--- src/rtl/mem_arbiter_pkg.sv ---
// Shared bus definitions for the memory arbiter.
//   arb_state_t     : arbiter FSM states (IDLE, ISSUE, RESP).
//   req_id_t        : requester identity (IF = 0, DR = 1, DW = 2).
//   TIMEOUT_DEFAULT : default number of ISSUE cycles to wait for mem_ack.
//   grant_to_id / id_to_onehot : conversions between one-hot grants and ids.
package mem_arbiter_pkg;

    typedef enum logic [1:0] {
        IDLE  = 2'd0,
        ISSUE = 2'd1,
        RESP  = 2'd2
    } arb_state_t;

    typedef enum logic [1:0] {
        IF = 2'd0,
        DR = 2'd1,
        DW = 2'd2
    } req_id_t;

    localparam int TIMEOUT_DEFAULT = 255;

    function automatic req_id_t grant_to_id(input logic [2:0] grant);
        req_id_t id;
        case (grant)
            3'b001:  id = IF;
            3'b010:  id = DR;
            3'b100:  id = DW;
            default: id = IF;
        endcase
        return id;
    endfunction

    function automatic logic [2:0] id_to_onehot(input req_id_t id);
        logic [2:0] oh;
        case (id)
            IF:      oh = 3'b001;
            DR:      oh = 3'b010;
            DW:      oh = 3'b100;
            default: oh = 3'b000;
        endcase
        return oh;
    endfunction

endpackage : mem_arbiter_pkg

--- src/rtl/pipeline_pkg.sv ---
// Pipeline-wide constants shared by every block on the core side.
//   XLEN : architectural address/data width.
package pipeline_pkg;

    localparam int XLEN = 32;

endpackage : pipeline_pkg

--- src/rtl/mem_arbiter_arb_pick.sv ---
// arb_pick: combinational rotating-priority winner selection.
//   req   [2:0] : request vector, bit index = requester id.
//   ptr         : id of the last winner; the search starts just after it.
//   grant [2:0] : one-hot grant, all zero when nothing is requested.
module arb_pick
    import mem_arbiter_pkg::*;
(
    input  logic    [2:0] req,
    input  req_id_t       ptr,
    output logic    [2:0] grant
);

    // Search order is ptr+1, ptr+2, ptr (mod 3), so the last winner is served last.
    always_comb begin
        grant = 3'b000;
        case (ptr)
            IF: begin
                if (req[1])      grant = 3'b010;
                else if (req[2]) grant = 3'b100;
                else if (req[0]) grant = 3'b001;
                else             grant = 3'b000;
            end
            DR: begin
                if (req[2])      grant = 3'b100;
                else if (req[0]) grant = 3'b001;
                else if (req[1]) grant = 3'b010;
                else             grant = 3'b000;
            end
            DW: begin
                if (req[0])      grant = 3'b001;
                else if (req[1]) grant = 3'b010;
                else if (req[2]) grant = 3'b100;
                else             grant = 3'b000;
            end
            default: grant = 3'b000;
        endcase
    end

endmodule : arb_pick

--- src/rtl/mem_arbiter.sv ---
// mem_arbiter: shares one memory port between instruction fetch (if),
// data read (dr) and data write (dw) requesters.
//   Optional feature macro ARB_RR_EN: round-robin arbitration over
//   {if, dr, dw}; without it, fixed priority dw > dr > if with no pointer.
// Ports:
//   clk, reset                  : clock and synchronous active-high reset.
//   if_req/if_addr/if_ack       : fetch request, address, completion pulse.
//   dr_req/dr_addr/dr_ack       : data read request, address, completion pulse.
//   dw_req/dw_addr/dw_wdata/dw_wstrb/dw_ack : data write request and pulse.
//   rsp_rdata, rsp_err          : response data / timeout flag, valid with an ack.
//   mem_req/mem_we/mem_addr/mem_wdata/mem_wstrb : shared memory request.
//   mem_ack, mem_rdata          : memory completion and read data.
//   busy                        : high while a transaction is in ISSUE or RESP.
// All outputs are registered.
module mem_arbiter
    import mem_arbiter_pkg::*;
#(
    parameter int XLEN    = pipeline_pkg::XLEN,
    parameter int TIMEOUT = TIMEOUT_DEFAULT
) (
    input  logic                clk,
    input  logic                reset,
    input  logic                if_req,
    input  logic [XLEN-1:0]     if_addr,
    output logic                if_ack,
    input  logic                dr_req,
    input  logic [XLEN-1:0]     dr_addr,
    output logic                dr_ack,
    input  logic                dw_req,
    input  logic [XLEN-1:0]     dw_addr,
    input  logic [XLEN-1:0]     dw_wdata,
    input  logic [XLEN/8-1:0]   dw_wstrb,
    output logic                dw_ack,
    output logic [XLEN-1:0]     rsp_rdata,
    output logic                rsp_err,
    output logic                mem_req,
    output logic                mem_we,
    output logic [XLEN-1:0]     mem_addr,
    output logic [XLEN-1:0]     mem_wdata,
    output logic [XLEN/8-1:0]   mem_wstrb,
    input  logic                mem_ack,
    input  logic [XLEN-1:0]     mem_rdata,
    output logic                busy
);

    localparam logic [7:0] TIMEOUT_C = 8'(TIMEOUT);

    arb_state_t        state_r, state_s;
    req_id_t           id_r, id_s;
    logic [7:0]        cnt_r, cnt_s;
    logic              mem_req_r, mem_req_s;
    logic              mem_we_r, mem_we_s;
    logic [XLEN-1:0]   mem_addr_r, mem_addr_s;
    logic [XLEN-1:0]   mem_wdata_r, mem_wdata_s;
    logic [XLEN/8-1:0] mem_wstrb_r, mem_wstrb_s;
    logic [XLEN-1:0]   rsp_rdata_r, rsp_rdata_s;
    logic              rsp_err_r, rsp_err_s;
    logic [2:0]        ack_r, ack_s;
    logic              busy_r, busy_s;

    logic [2:0]        req_vec_s;
    logic [2:0]        pick_req_s;
    logic [2:0]        pick_grant_s;
    logic [2:0]        grant_s;
    req_id_t           pick_ptr_s;
    req_id_t           win_id_s;

    assign req_vec_s = {dw_req, dr_req, if_req};

`ifdef ARB_RR_EN
    req_id_t ptr_r, ptr_s;

    assign pick_req_s = req_vec_s;
    assign pick_ptr_s = ptr_r;
    assign grant_s    = pick_grant_s;
`else
    // Fixed dw > dr > if is obtained from the rotating picker by reversing
    // the request order and parking the pointer on the last slot.
    assign pick_req_s = {req_vec_s[0], req_vec_s[1], req_vec_s[2]};
    assign pick_ptr_s = DW;
    assign grant_s    = {pick_grant_s[0], pick_grant_s[1], pick_grant_s[2]};
`endif

    arb_pick u_arb_pick (
        .req   (pick_req_s),
        .ptr   (pick_ptr_s),
        .grant (pick_grant_s)
    );

    assign win_id_s = grant_to_id(grant_s);

    // Next-state and next-output computation for the arbiter FSM.
    always_comb begin
        state_s     = state_r;
        id_s        = id_r;
        cnt_s       = cnt_r;
        mem_req_s   = mem_req_r;
        mem_we_s    = mem_we_r;
        mem_addr_s  = mem_addr_r;
        mem_wdata_s = mem_wdata_r;
        mem_wstrb_s = mem_wstrb_r;
        rsp_rdata_s = rsp_rdata_r;
        rsp_err_s   = rsp_err_r;
        ack_s       = 3'b000;
        busy_s      = busy_r;
`ifdef ARB_RR_EN
        ptr_s       = ptr_r;
`endif
        case (state_r)
            IDLE: begin
                if (|req_vec_s) begin
                    state_s   = ISSUE;
                    id_s      = win_id_s;
                    cnt_s     = 8'd0;
                    mem_req_s = 1'b1;
                    busy_s    = 1'b1;
`ifdef ARB_RR_EN
                    ptr_s     = win_id_s;
`endif
                    case (win_id_s)
                        DW: begin
                            mem_we_s    = 1'b1;
                            mem_addr_s  = dw_addr;
                            mem_wdata_s = dw_wdata;
                            mem_wstrb_s = dw_wstrb;
                        end
                        DR: begin
                            mem_we_s    = 1'b0;
                            mem_addr_s  = dr_addr;
                            mem_wdata_s = {XLEN{1'b0}};
                            mem_wstrb_s = {(XLEN/8){1'b0}};
                        end
                        default: begin
                            mem_we_s    = 1'b0;
                            mem_addr_s  = if_addr;
                            mem_wdata_s = {XLEN{1'b0}};
                            mem_wstrb_s = {(XLEN/8){1'b0}};
                        end
                    endcase
                end else begin
                    state_s = IDLE;
                end
            end
            ISSUE: begin
                // mem_ack is checked first so it wins over a coincident expiry.
                if (mem_ack) begin
                    state_s     = RESP;
                    mem_req_s   = 1'b0;
                    rsp_rdata_s = mem_we_r ? {XLEN{1'b0}} : mem_rdata;
                    rsp_err_s   = 1'b0;
                    ack_s       = id_to_onehot(id_r);
                end else if ((cnt_r + 8'd1) == TIMEOUT_C) begin
                    state_s     = RESP;
                    cnt_s       = cnt_r + 8'd1;
                    mem_req_s   = 1'b0;
                    rsp_rdata_s = {XLEN{1'b0}};
                    rsp_err_s   = 1'b1;
                    ack_s       = id_to_onehot(id_r);
                end else begin
                    cnt_s = cnt_r + 8'd1;
                end
            end
            RESP: begin
                state_s = IDLE;
                busy_s  = 1'b0;
            end
            default: begin
                state_s   = IDLE;
                mem_req_s = 1'b0;
                busy_s    = 1'b0;
            end
        endcase
    end

    // State and output registers with synchronous reset.
    always_ff @(posedge clk) begin
        if (reset) begin
            state_r     <= IDLE;
            id_r        <= IF;
            cnt_r       <= 8'd0;
            mem_req_r   <= 1'b0;
            mem_we_r    <= 1'b0;
            mem_addr_r  <= {XLEN{1'b0}};
            mem_wdata_r <= {XLEN{1'b0}};
            mem_wstrb_r <= {(XLEN/8){1'b0}};
            rsp_rdata_r <= {XLEN{1'b0}};
            rsp_err_r   <= 1'b0;
            ack_r       <= 3'b000;
            busy_r      <= 1'b0;
`ifdef ARB_RR_EN
            ptr_r       <= DW;
`endif
        end else begin
            state_r     <= state_s;
            id_r        <= id_s;
            cnt_r       <= cnt_s;
            mem_req_r   <= mem_req_s;
            mem_we_r    <= mem_we_s;
            mem_addr_r  <= mem_addr_s;
            mem_wdata_r <= mem_wdata_s;
            mem_wstrb_r <= mem_wstrb_s;
            rsp_rdata_r <= rsp_rdata_s;
            rsp_err_r   <= rsp_err_s;
            ack_r       <= ack_s;
            busy_r      <= busy_s;
`ifdef ARB_RR_EN
            ptr_r       <= ptr_s;
`endif
        end
    end

    assign if_ack    = ack_r[0];
    assign dr_ack    = ack_r[1];
    assign dw_ack    = ack_r[2];
    assign rsp_rdata = rsp_rdata_r;
    assign rsp_err   = rsp_err_r;
    assign mem_req   = mem_req_r;
    assign mem_we    = mem_we_r;
    assign mem_addr  = mem_addr_r;
    assign mem_wdata = mem_wdata_r;
    assign mem_wstrb = mem_wstrb_r;
    assign busy      = busy_r;

endmodule : mem_arbiter

--- config.mk ---
export PLATFORM = sky130hd
export DESIGN_NAME = mem_arbiter
export DESIGN_NICKNAME = d
export VERILOG_FILES = /design/src/rtl/mem_arbiter_pkg.sv /design/src/rtl/pipeline_pkg.sv /design/src/rtl/mem_arbiter_arb_pick.sv /design/src/rtl/mem_arbiter.sv
export SDC_FILE = /design/constraint.sdc
export NUM_CORES = 1
export LEC_CHECK = 0
export ABC_CLOCK_PERIOD_IN_PS = 4700
export CAP_MARGIN = 10
export CORE_UTILIZATION = 35
export CTS_CLUSTER_SIZE = 30
export DETAILED_ROUTE_END_ITERATION = 12
export PLACE_DENSITY = 0.72
export REMOVE_ABC_BUFFERS = 1
export SLEW_MARGIN = 0
export SYNTH_ARGS = -nofsm -noshare
export SYNTH_HDL_FRONTEND = slang
export SYNTH_SLANG_ARGS = --single-unit
--- constraint.sdc ---
create_clock -name clk -period 4.7 [get_ports clk]
set_clock_uncertainty 0.1 [all_clocks]
set_input_delay 0.94 -clock clk [delete_from_list [all_inputs] [get_ports clk]]
set_output_delay 0.94 -clock clk [all_outputs]
set_load 0.02 [all_outputs]
==> impl_metrics.yaml, run 1 <==
timing:
  clock.fmax_ghz: 0.335
  setup_ws_ns: 1.71
  tns_ns: 0
  rsz0062_at_grt: "false"
  period_share: 0.635
  hold-worst-slack_ns: 0.347
  relSlewSlack: 0.321
  final_hold_viol_count: 0
  layout_min_cycle_time_ns: 2.99
  report.final.slew_viol_count: 0
  tightest_slew_ns: 1.01
  finalSetupViolCount: 0
die:
  chipHeight_um: 127
  chipWidth_um: 127
  die_area_um2: 16200
  rows: 45
  core_um2: 15300
  floorplan.io_pins: 277
  initial_core_util: 0.360
critical_path:
  ff2ff_path_depth: 6
  worstPathRequired_ns: 4.88
  reg2reg_slack_ns: 2.19
  arrival_ns: 3.16
  start_kind: "input port"
  timing.rr.start: "cnt_r[0]"
  path_max_fanout: 52
  crit_type: "in2reg"
  crit_path_end_kind: "flop"
  r2r-end: "rsp_rdata[25]"
finish:
  syn2layout_area_growth_pct: 60.6
  fillers: 1386
  multiInputGateArea_um2: 2680
  final_nets: 1081
  drive_above_1_share: 0.0651
  layout_commonest_cell: "clkdlybuf4s50_1"
  design_area_um2: 8840
  n_antenna_cell: 0
  seq_area_um2: 2380
  layout_common_cells: "clkdlybuf4s50_1, nand2_1, dfxtp_1"
grt:
  first_global_vias: 5447
  grt-ovfl-total: 0
  grt_usage: 0.217
  antenna_found_initial: 1
  grt_max_degree: 101
  grt_util_met3: 0.0804
  grt_pass1_wl_mm: 27.5
  grtUsageMet1: 0.256
  use_met2: 0.363
  busiest_layer: "met2"
clocking:
  cts_buffer_depth: 2
  tritoncts: "done"
  ctsHoldBuffers: 0
  htree_levels: 4
  clock-root-buffer: "clkbuf_16"
  clk_pin_slew_ns: 0.06
  cts_resized: 0
  clock_latency_ns: 0.41
  cts_inserted_buffers: 17
  cts_setup_buffers: 0
  cts.sinks: 119
synthesis:
  netlist_instances: 669
  async_flop_share: 0
  synth-edff-count: 0
  yosysTopAreaCellShare: 0.433
  syn_area_um2: 5500
  ys_seq_elements: 119
  synth_area_leaders: "dfxtp_1, nand2_1, a21oi_1"
  synth.distinct_cells: 44
  yosysWarnings: 0
  yosys.area.top_type: "dfxtp_1"
  syn_area_per_cell_um2: 8.22
  synth_seq_area_share: 0.433
  synth_ff_type: "dfxtp_1"
routing:
  vias: 5673
  wl_per_cell_um: 15.4
  drcViolationCount: 0
  final_antenna_net_count: 0
  drtPass1Iterations: 4
  drt_wl_total_mm: 17.5
  via_per_inst: 5.01
  drt_iter0_drc: 371
pwr:
  peakVddDrop_mv: 0.248
  finalPower_uw: 2980
  power_density_nw_per_um2: 338
  p_leak_uw: 0.00326
place:
  pre_cts_slack_ns: 1.30
  hpwl_mm: 12.0
  place_area_um2: 8280
  io_buffers: 276
  place_congestion: 0.764
worst_hold_path:
  hold_path.startpoint: "mem_wdata[5]"
  whs_endpoint: "mem_wdata[5]"
  whs_path_depth: 2
  hold_path_class: "reg2reg"
outcome:
  status: "completed"
run:
  max-cap-violations: 0
[stage by stage]
step / cells / utilization
after CTS: 1133 / 0.579
after global routing: 1133 / 0.579
final: 1133 / 0.579
after detailed placement: 1101 / 0.543
after global placement: 1101 / 0.543
after floorplan: 605 / -
[worst max path at each step]
| stage | start | cells after the start | endpoint |
|---|---|---|---|
| finish | reset | 4 | rsp_rdata[2] |
| global route | reset | 4 | rsp_rdata[5] |
| CTS | reset | 4 | rsp_rdata[2] |
| detailed placement | reset | 4 | rsp_rdata[2] |
| global placement | reset | 4 | rsp_rdata[7] |
| floorplan | dw_req | 3 | cnt_r[6] |
[cell type report]
type                    instances  share of cell area
clock buffers                  23              0.0541
clock inverters                 9             0.00835
inverters                      38              0.0161
multi-input cells             448               0.303
flip-flops and latches        119               0.270
well taps                     211              0.0299
repair buffers                285               0.319
[kinds of logic after synthesis]
kind of cell | after synthesis | synth area share
compound gates | 198 | 0.247
buf+inv | 102 | 0.0855
flops | 119 | 0.433
xor+xnor | 1 | 0.00159
mux | 33 | 0.0601
fa+ha+maj | 2 | 0.00455
simple gates | 214 | 0.168
[power breakdown]
| group | leakage (uW) | total [uW] | switching (uW) | internal, uW |
|---|---|---|---|---|
| combinational | 0.00201 | 646 | 325 | 321 |
| sequential | 0.000974 | 1130 | 44.6 | 1080 |
| clock | 0.000281 | 1210 | 448 | 762 |
| total | 0.00326 | 2980 | 818 | 2170 |
[registers in the layout (all words and copies together) (netlist names)]
signal and flops:
busy 1, state_r 2, mem_addr 32, rsp_err 1, id_r 2, mem_req 1, mem_wstrb 4, ack_r 3
mem_we 1, mem_wdata 32, rsp_rdata 32, cnt_r 8
[worst max-delay path, stage by stage]
cell      delay (ns)
buf_4           0.50
clkinv_1        1.00
a32oi_1         0.59
o41ai_2         0.13
[cells in the mapped netlist, types with 2 or more instances]
| master | instances |
|---|---|
| nand2_1 | 140 |
| dfxtp_1 | 119 |
| a21oi_1 | 81 |
| clkbuf_1 | 41 |
| o21ai_0 | 40 |
| nand3_1 | 38 |
| inv_1 | 37 |
| a32oi_1 | 33 |
| mux2i_1 | 33 |
| o41ai_1 | 22 |
| nor2_1 | 16 |
| o41ai_2 | 10 |
| buf_2 | 9 |
| buf_6 | 6 |
| dlygate4sd1_1 | 4 |
| and3_1 | 3 |
| nand2b_1 | 3 |
| a21o_2 | 2 |
| a311oi_1 | 2 |
| and2_1 | 2 |
| and4b_1 | 2 |
| ha_1 | 2 |
| nand4b_1 | 2 |
| nor2b_1 | 2 |
[metal layers]
metal / part of all wire / vias up
met5: 0.00074 / -
met4: 0.017 / 2
met3: 0.088 / 24
met2: 0.48 / 239
met1: 0.41 / 2564
li1: - / 2844
(Power assumes the default switching activity.)
==> run 2, diff against run 1 <==
ABC_CLOCK_PERIOD_IN_PS = 2600   (was 4700)
PLACE_DENSITY = 0.74   (was 0.72)
clock period = 2.6 ns   (was 4.7 ns; I/O delays follow)
==> run 2 against run 1 <==
Net effect:
- clock-buffer cell count fell by 3
- sequential power rose by 81%
- core utilization increased by 1.3 points
- worst setup slack lost 1.2 ns
- die area unchanged
- first-iteration DRC count decreased by 37%
- highest routed layer is now met4
- flip-flop and latch count did not move
- clock power rose by 100%
- register-to-register slack got worse by 1.6 ns
- critical path type is now reg2out
- combinational power up 86%
- via count grew 0.39%
- wire length fell by 0.90%
==> impl_metrics.yaml, run 2 (synthesis results as in run 1) <==
outcome:
  status: "completed"
grt:
  grt_pass1_wl_mm: 27.3
  first_global_vias: 5462
  grt-ovfl-total: 0
  grt_usage: 0.214
  grt_max_degree: 82
  antenna_found_initial: 0
critical_path:
  critPathBufInv: 1
  timing.rr.start: "cnt_r[0]"
  ff2ff_path_depth: 7
  cp_slowest_stage_delay_ns: 0.67
  path_cells: "clkdlybuf4s50_1"
  crit_path_end_kind: "output port"
  arrival_ns: 1.49
  crit_type: "reg2out"
  cp-startpoint: "mem_we"
  crit_cells: 1
  critPathTopFamily: "buffers and inverters"
  r2r-end: "rsp_rdata[24]"
  reg2reg_slack_ns: 0.55
  slowest_stage: "clkdlybuf4s50_1"
  path_max_fanout: 3
  endpoint: "mem_we"
  start_kind: "flop"
  worstPathRequired_ns: 1.98
place:
  place_congestion: 0.765
  hpwl_mm: 12.3
  io_buffers: 276
  dp_cells: 1110
  place_area_um2: 8410
finish:
  syn2layout_area_growth_pct: 64.2
  finalNonFillerCells: 1142
  layout_commonest_cell: "clkdlybuf4s50_1"
  layout_common_cells: "clkdlybuf4s50_1, nand2_1, dfxtp_1"
  final_nets: 1090
  design_area_um2: 9030
  n_antenna_cell: 0
  fillers: 1383
  drive_above_1_share: 0.0773
clocking:
  cts.sinks: 119
  cts_buffer_depth: 2
  ctsHoldBuffers: 0
  cts_resized: 0
  clock-root-buffer: "clkbuf_16"
  clock_latency_ns: 0.41
  cts_inserted_buffers: 17
  htree_levels: 4
  cts_setup_buffers: 0
  tritoncts: "done"
  clk_pin_slew_ns: 0.06
pwr:
  p_leak_uw: 0.00334
  peakVddDrop_mv: 0.436
  power_density_nw_per_um2: 626
routing:
  wl_per_cell_um: 15.2
  vias: 5695
  drt_wl_total_mm: 17.3
  drcViolationCount: 0
  drt_iter0_drc: 234
  via_per_inst: 4.99
  final_antenna_net_count: 0
  drtPass1Iterations: 4
timing:
  relSlewSlack: 0.557
  tightest_slew_ns: 0.664
  report.final.slew_viol_count: 0
  period_share: 0.811
  clock.fmax_ghz: 0.474
  final_hold_viol_count: 0
  finalSetupViolCount: 0
  rsz0062_at_grt: "false"
  layout_min_cycle_time_ns: 2.11
die:
  die_area_um2: 16200
  floorplan.io_pins: 277
  initial_core_util: 0.360
  chipWidth_um: 127
  core_um2: 15300
  chipHeight_um: 127
  rows: 45
worst_hold_path:
  hold_path_class: "in2reg"
run:
  max-cap-violations: 0
[run 2: cell types whose count changed in the layout (fill, tap and decap cells not counted), sizes merged]
cell,before,now
buf,12,21
bufinv,1,3
clkbuf,23,20
clkinv,8,5
clkinvlp,0,4
[run 2: worst min-delay path by stage]
stage               depth (start not counted)  slack [ns]     startpoint       endpoint
detailed placement                          2        0.34  mem_wdata[17]  mem_wdata[17]
CTS                                         2        0.24          reset   rsp_rdata[6]
global route                                2        0.25          reset   rsp_rdata[6]
finish                                      2        0.26          reset   rsp_rdata[6]
floorplan                                   1        0.33     state_r[0]        mem_req
global placement                            2        0.34   mem_wstrb[3]   mem_wstrb[3]
[run 2: per-layer routing]
layer	wire length [um]	GRT usage	vias up	part of all wire
li1	-	-	2867	-
met1	7130	0.250	2589	0.41
met2	8460	0.365	223	0.49
met3	1500	0.0754	16	0.087
met4	220	0.0672	0	0.013
met5	0	0	-	0
[run 2: worst reg2reg max path, stage by stage, from the launching register on]
cell      delay, ns
dfxtp_1        0.35
ha_1           0.31
nor2_1         0.12
mux2i_1        0.10
a2111o_1       0.50
nor2_4         0.13
buf_12         0.21
o41ai_1        0.11
[run 2: power breakdown]
| part | internal (uW) | total (uW) | leakage (uW) | switching [uW] |
|---|---|---|---|---|
| combinational | 603 | 1200 | 0.00207 | 592 |
| clock | 1580 | 2420 | 0.000294 | 842 |
| sequential | 1960 | 2040 | 0.000974 | 78.9 |
[run 2: final cells by class]
class / instances / area [um^2] / share of cell area
clock buffers: 20 / 467 / 0.0517
clock inverters: 12 / 149 / 0.0165
inverters: 38 / 143 / 0.0158
multi-input cells: 448 / 2680 / 0.297
flip-flops and latches: 119 / 2380 / 0.264
well taps: 211 / 264 / 0.0292
repair buffers: 294 / 2950 / 0.326
[run 2: stage by stage]
stage,worst slack [ns],utilization,hold slack (ns),setup TNS (ns),power [uW]
global placement,0.415,0.551,0.337,0,3260
detailed placement,0.400,0.551,0.344,0,3270
global route,0.418,0.592,0.247,0,5910
finish,0.491,0.592,0.261,0,5650
floorplan,-2.70,-,0.334,-188.30,2540
CTS,0.470,0.592,0.244,0,5710
